--- src/rtl/uart_rx_frame_counter.sv ---
// uart_rx_frame_counter: UART RX bit/edge timing; in enable/clear/par_en/stop2/prescale, out edge_cnt/bit_cnt/bit_tick/sample_stb/sample_last/frame_done/busy
module uart_rx_frame_counter #(
  parameter int DATA_BITS = 8,
  parameter int PRESC_W = 6,
  localparam int BIT_W = $clog2(DATA_BITS + 4)
) (
  input  logic               clk,
  input  logic               rst,
  input  logic               enable,
  input  logic               clear,
  input  logic               par_en,
  input  logic               stop2,
  input  logic [PRESC_W-1:0] prescale,
  output logic [PRESC_W-1:0] edge_cnt,
  output logic [BIT_W-1:0]   bit_cnt,
  output logic               bit_tick,
  output logic               sample_stb,
  output logic               sample_last,
  output logic               frame_done,
  output logic               busy
);
  typedef enum logic {IDLE, RUN} state_t;
  state_t state, state_nx;
  logic [PRESC_W-1:0] p_sh, h;
  logic par_sh, stop_sh;
  logic [BIT_W-1:0] l_last;
  logic run, start;
  always_comb begin
    state_nx = (enable && !clear) ? RUN : IDLE;
    run = state == RUN;
    start = !run && state_nx == RUN;
    h = p_sh >> 1;
    l_last = BIT_W'(DATA_BITS + 1) + BIT_W'(par_sh) + BIT_W'(stop_sh);
    bit_tick = run && edge_cnt == p_sh - PRESC_W'(1);
    sample_stb = run && (edge_cnt == h - PRESC_W'(1) || edge_cnt == h || edge_cnt == h + PRESC_W'(1));
    sample_last = run && edge_cnt == h + PRESC_W'(1);
    frame_done = bit_tick && bit_cnt == l_last;
    busy = run;
  end
  always_ff @(posedge clk or posedge rst)
    if (rst) state <= IDLE;
    else state <= state_nx;
  always_ff @(posedge clk or posedge rst) begin
    if (rst) begin
      edge_cnt <= '0;
      bit_cnt <= '0;
      p_sh <= PRESC_W'(4);
      par_sh <= 1'b0;
      stop_sh <= 1'b0;
    end else begin
      edge_cnt <= (run && state_nx == RUN && !bit_tick) ? edge_cnt + PRESC_W'(1) : '0;
      bit_cnt <= !(run && state_nx == RUN) ? '0 : frame_done ? '0 : bit_tick ? bit_cnt + BIT_W'(1) : bit_cnt;
      if (start) begin
        p_sh <= (prescale < PRESC_W'(4)) ? PRESC_W'(4) : prescale;
        par_sh <= par_en;
        stop_sh <= stop2;
      end
    end
  end
endmodule

--- config.mk ---
export PLATFORM = sky130hd
export DESIGN_NAME = uart_rx_frame_counter
export DESIGN_NICKNAME = d
export VERILOG_FILES = /design/src/rtl/uart_rx_frame_counter.sv
export SDC_FILE = /design/constraint.sdc
export NUM_CORES = 1
export LEC_CHECK = 0
export CORE_UTILIZATION = 35
export DETAILED_ROUTE_END_ITERATION = 8
export MAX_ROUTING_LAYER = met4
export PLACE_DENSITY = 0.7
export SLEW_MARGIN = 5
export SYNTH_ARGS = -nofsm -noshare
export SYNTH_HDL_FRONTEND = slang
export SYNTH_SLANG_ARGS = --single-unit
--- constraint.sdc ---
create_clock -name clk -period 2.95 [get_ports clk]
set_input_delay 0.4425 -clock clk [delete_from_list [all_inputs] [get_ports clk]]
set_output_delay 0.4425 -clock clk [all_outputs]
set_load 0.01 [all_outputs]
## After elaboration in Yosys (flattened, before gate mapping)

Cells that the tools add are included.

| storage, ports and cells | value |
|---|---|
| register bits | 19 |
| input bits | 12 |
| output and inout bits | 15 |
| word-level logic and storage cells | 39 |

| operators by class | value |
|---|---|
| add/sub/neg operators | 7 |
| order comparisons | 1 |
| eq/ne operators | 6 |
| multiplexer cells | 6 |
| reductions and logical operators | 13 |

Operators by type and width:

| operator | count |
|---|---|
| $eq A6 B6 Y1 | 3 |
| $mux W4 | 3 |
| $mux W6 | 2 |
| $logic_and A1 B1 Y1 | 8 |
| $add A5 B1 Y6 const B | 1 |
| $add A6 B1 Y6 const B | 1 |
| $eq A6 B5 Y1 | 1 |
| $lt A6 B3 Y1 const B | 1 |
| $sub A5 B1 Y6 const B | 1 |
| $sub A6 B1 Y6 const B | 1 |
| $add A4 B1 Y4 | 1 |
| $add A4 B1 Y4 const A | 1 |
| $add A4 B1 Y4 const B | 1 |
| $eq A4 B4 Y1 | 1 |
| $logic_not A1 Y1 | 3 |
| $ne A3 B3 Y1 const B | 1 |
| $logic_or A1 B1 Y1 | 2 |
| $mux W1 | 1 |

## Depth between registers and ports, before layout

| depth | value |
|---|---|
| depth after elaboration | 6 |
| gate-level depth with buffers | 8 |
| mapped depth without buffers | 8 |

## Worst setup path after synthesis

No wires, ideal clock.

| timing path | value |
|---|---|
| path kind | reg-to-output |
| start point | register p_sh[2] |
| end point | output port frame_done |
| arrival time | 1.935 ns |
| data required time | 2.508 ns |
| path slack | 0.573 ns |
| cell stages (with the launch flop) | 8 |
| path buffers | 0 |
| cell sequence | dfstp_2 > inv_1 > ha_1 > a21boi_1 > and3_1 > o2111ai_1 > or2_2 > nor2_1 |

| between the ends | value |
|---|---|
| longest elaborated chain between the ends | 4 |

RTL lines:

| item | line | RTL |
|---|---|---|
| from (decl) | 24 | `logic [PRESC_W-1:0] p_sh, h;` |
| from (signal assigned) | 54 | `p_sh <= (prescale < PRESC_W'(4)) ? PRESC_W'(4) : prescale;` |
| $sub A6 B1 Y6 | 34 | `bit_tick = run && edge_cnt == p_sh - PRESC_W'(1);` |
| $eq A6 B6 Y1 | 34 |  |
| $logic_and A1 B1 Y1 | 34 |  |
| $logic_and A1 B1 Y1 | 37 | `frame_done = bit_tick && bit_cnt == l_last;` |
| to (decl) | 19 | `output logic frame_done,` |

Every way passes these cells.

## Worst setup path after layout

| timing path | value |
|---|---|
| start point | register p_sh[2] |
| end point | output port sample_stb |

| between the ends | value |
|---|---|
| longest elaborated chain between the ends | 5 |
| elaborated cells on any way between the ends | 8 |
| those cells by class | add/sub (2); eq/ne (3); reduce/logical (3) |

RTL lines:

| item | line | RTL |
|---|---|---|
| $sub A5 B1 Y6 | 35 | `sample_stb = run && (edge_cnt == h - PRESC_W'(1) \|\| edge_cnt == h \|\| edge_cnt == h + PRESC_W'(1));` |
| $eq A6 B6 Y1 | 35 |  |
| $logic_or A1 B1 Y1 | 35 |  |
| $logic_or A1 B1 Y1 (*) | 35 |  |
| $logic_and A1 B1 Y1 (*) | 35 |  |
| to (decl) | 17 | `output logic sample_stb,` |

Every way passes the cells marked *; elsewhere a longest branch is shown, timed or not.

==> impl_results.md <==
* Outcome: finished clean
* NumNets Final at 201
* Post-Place Cells at 225
* CP top delay family: compound AO/OA/AOI/OAI gates
* Clock sink total at 19
* Die Ht at 64.0 µm
* Total power draw at 0.681 mW
* R2R Setup Slk at 0.80 ns
* Via count at 1157
* Initial DRC Count at 32
* CTS tree: yes
* Initial core utilization at 36.7%
* YS warnings at 0
* EDFF count, synth at 0
* PD cells at 395 nW/µm²
* CTS Hold Bufs at 0
* Share of the synthesized area in the top cell type at 33.5%
* Met3 usage at 2.32%
* IO Pins at 27
* Fmax at 364 MHz
* CP arrival at 2.31 ns
* Clock transition at path regs at 0.07 ns
* Sequential fraction of the synthesis area at 35.4%
* Post-route cell area at 1730 µm²
* Clock Latency Late Sink at 0.25 ns
* Library cells used by synthesis at 43
* Final non-filler cell total at 229
* Tot GR Track Use at 15.9%
* Fraction of registers with async set/reset at 100%
* First-pass GRT wire length at 4980 µm
* WS Path Type: flop to output port
* Slowest cell on crit path: dfstp_2
* Setup Skew at 0.00126 ns
* Count leader, synth: nand2_1
* Cell count after synthesis at 153
* Hold Vio Cnt, Final at 0
* XOR/XNOR Fraction of Synth Area at 15.0%
* Worst vdd ir at 0.209 mV
* # rows at 22
* CP cell instances: buf_4 > ha_1 > nand2b_1 > or3_1 > a2111oi_4 > a311o_1 > dlygate4sd2_1
* Die Area at 4090 µm²
* Hold_ws at 0.543 ns
* CP Max Fanout at 7
* Period utilization at 93.2%
* Fin util at 47.1%
* Min Tclk post-route at 2.75 ns
* Antenna fix cells at 0
* Post-route setup slack at 0.199 ns
* Rel. slew slack at 52.2%
* Crit end category: output port
* Setup TNS Final at 0 ns
* Placed wire-length estimate at 2190 µm
* Worst setup SP type: flop
* Critical path's largest stage delay at 0.53 ns
* Unrepaired setup endpoints after global routing: false
* Synth area leaders: dfrtp_1 33%, xor2_1 7.8%, xnor2_1 7.2%, ha_1 6.5%, nand2_1 5.3%
* Total Wirelength at 2810 µm
* Yosys reg bits at 19
* Final antenna-violating net count at 0
* Pre-antenna DRT Iters at 4
* GRT met2 Usage at 25.4%
* Largest net degree at the start of global routing at 20
* Postcts setup bufs at 0
* CTS root buffer: clkbuf_8
* Vias/cell at 5.05
* Remaining global-route overflow at 0
* Synth Flop Type: dfrtp_1
* Min-Delay Path Class: flop to flop
* Top Usage Layer GRT: met2
* Antenna violations before repair at 0
* Synth Area in Compound Gates at 13.5%
* Leak at 0.753 nW
* GP Congestion at 0.844
* Layout cells sized above 1 at 8.84%
* Area growth syn-to-layout at 28.3%
* H-tree depth at 1
* Netlist Area Pre-Place at 1350 µm²
* Met1 Usage GRT at 20.4%
* Number of global-route vias before repair at 1090
* Top cells by count, synth: 19 x nand2_1, 18 x dfrtp_1, 12 x xor2_1
* Post-Synth Simple-Gate Area at 24.6%
* CTS buffer count at 3
* Core area at 3660 µm²
* DRC at 0
* Critical Path RT at 2.51 ns
* Pre-CTS setup slack at 0.170 ns
* Placed cell areas at 1670 µm²
* Worst Path Buf+Inv at 2
* Final Max Tran Viols at 0
* PortBufs at 26
* Syn avg cell area at 8.79 µm²
* Cell taking the most area after synthesis: dfrtp_1
* Post-synthesis adder-cell area fraction at 6.51%
* Slew of the pin with the lowest slew margin at 0.716 ns
* Clk buf depth at 2
* Setup violators final at 0
* Mux share of post-synthesis cell area at 0%
* Max-cap violation count at 0
* Largest family of logic cells by synthesized area: simple AND/OR/NAND/NOR gates
* Wire per inst at 12.3 µm
* Synthesized net count at 172
* Die width at 64.0 µm
==> repair_timing <==
action	CTS	global route
pin swaps	1	0
endpoints found under the setup margin	4	1
gates resized for setup	5	1
==> layer usage <==
layer  up-vias  part of all wire, %
li1        582                    -
met1       544                   49
met2        26                   46
met3         5                  3.4
met4         0                  1.3
met5         -                    0
==> worst paths after layout <==
kind | startpoint | to | cells after the start
min | par_sh | par_sh | 2
max reg2reg | p_sh[2] | bit_cnt[2] | 8
min reg2reg | par_sh | par_sh | 2
max | p_sh[2] | sample_stb | 7
max in group asynchronous | rst | edge_cnt[4] | 2
min in group asynchronous | rst | p_sh[3] | 2
==> area by class of cell <==
cell class / instances / area [µm²]
fill: 351 / 1940
tap: 48 / 60.1
inverter: 10 / 37.5
multi-input combinational: 118 / 817
clock buffer: 4 / 45.0
timing repair buffer: 30 / 289
sequential: 19 / 477
==> tightest hold or removal path, cell delays in order, from the launching register on <==
cell,delay (ns)
dfrtp_1,0.32
inv_1,0.05
o21ai_0,0.14
==> logic make-up after synthesis <==
kind of cell | after synthesis
and+or+nand+nor | 63
adders and majority gates | 7
AOI/OAI and AO/OA | 25
buffers and inverters | 16
DFF | 19
xor gates and xnor gates | 23
==> state kept, by name, indices dropped and copies added (netlist names) <==
name      flops
bit_cnt       4
par_sh        1
p_sh          6
edge_cnt      6
stop_sh       1
busy          1
==> layout by cell type, fill, tap and decap left out, types with 2 or more instances in the layout <==
master | Yosys | layout
buf_4 | 1 | 4
nand2b_1 | 5 | 5
ha_1 | 7 | 7
nor3_1 | 8 | 8
and3_1 | 2 | 2
inv_1 | 9 | 9
a21oi_1 | 3 | 3
clkbuf_8 | 0 | 3
nand2_1 | 19 | 19
clkdlybuf4s50_1 | 0 | 22
nand3_1 | 7 | 7
dlygate4sd2_1 | 0 | 3
o211ai_1 | 3 | 3
or3_1 | 2 | 2
xnor2_1 | 11 | 11
o21ai_0 | 7 | 7
xor2_1 | 12 | 12
dfrtp_1 | 18 | 18
nor2_1 | 7 | 7
nor2b_1 | 3 | 3
==> power by group <==
group | switching, mW | total [mW] | internal (mW)
combinational | 0.102 | 0.196 | 0.0934
clock | 0.0841 | 0.180 | 0.0960
sequential | 0.0252 | 0.305 | 0.280
total | 0.212 | 0.681 | 0.469
(Power assumes the default switching activity.)
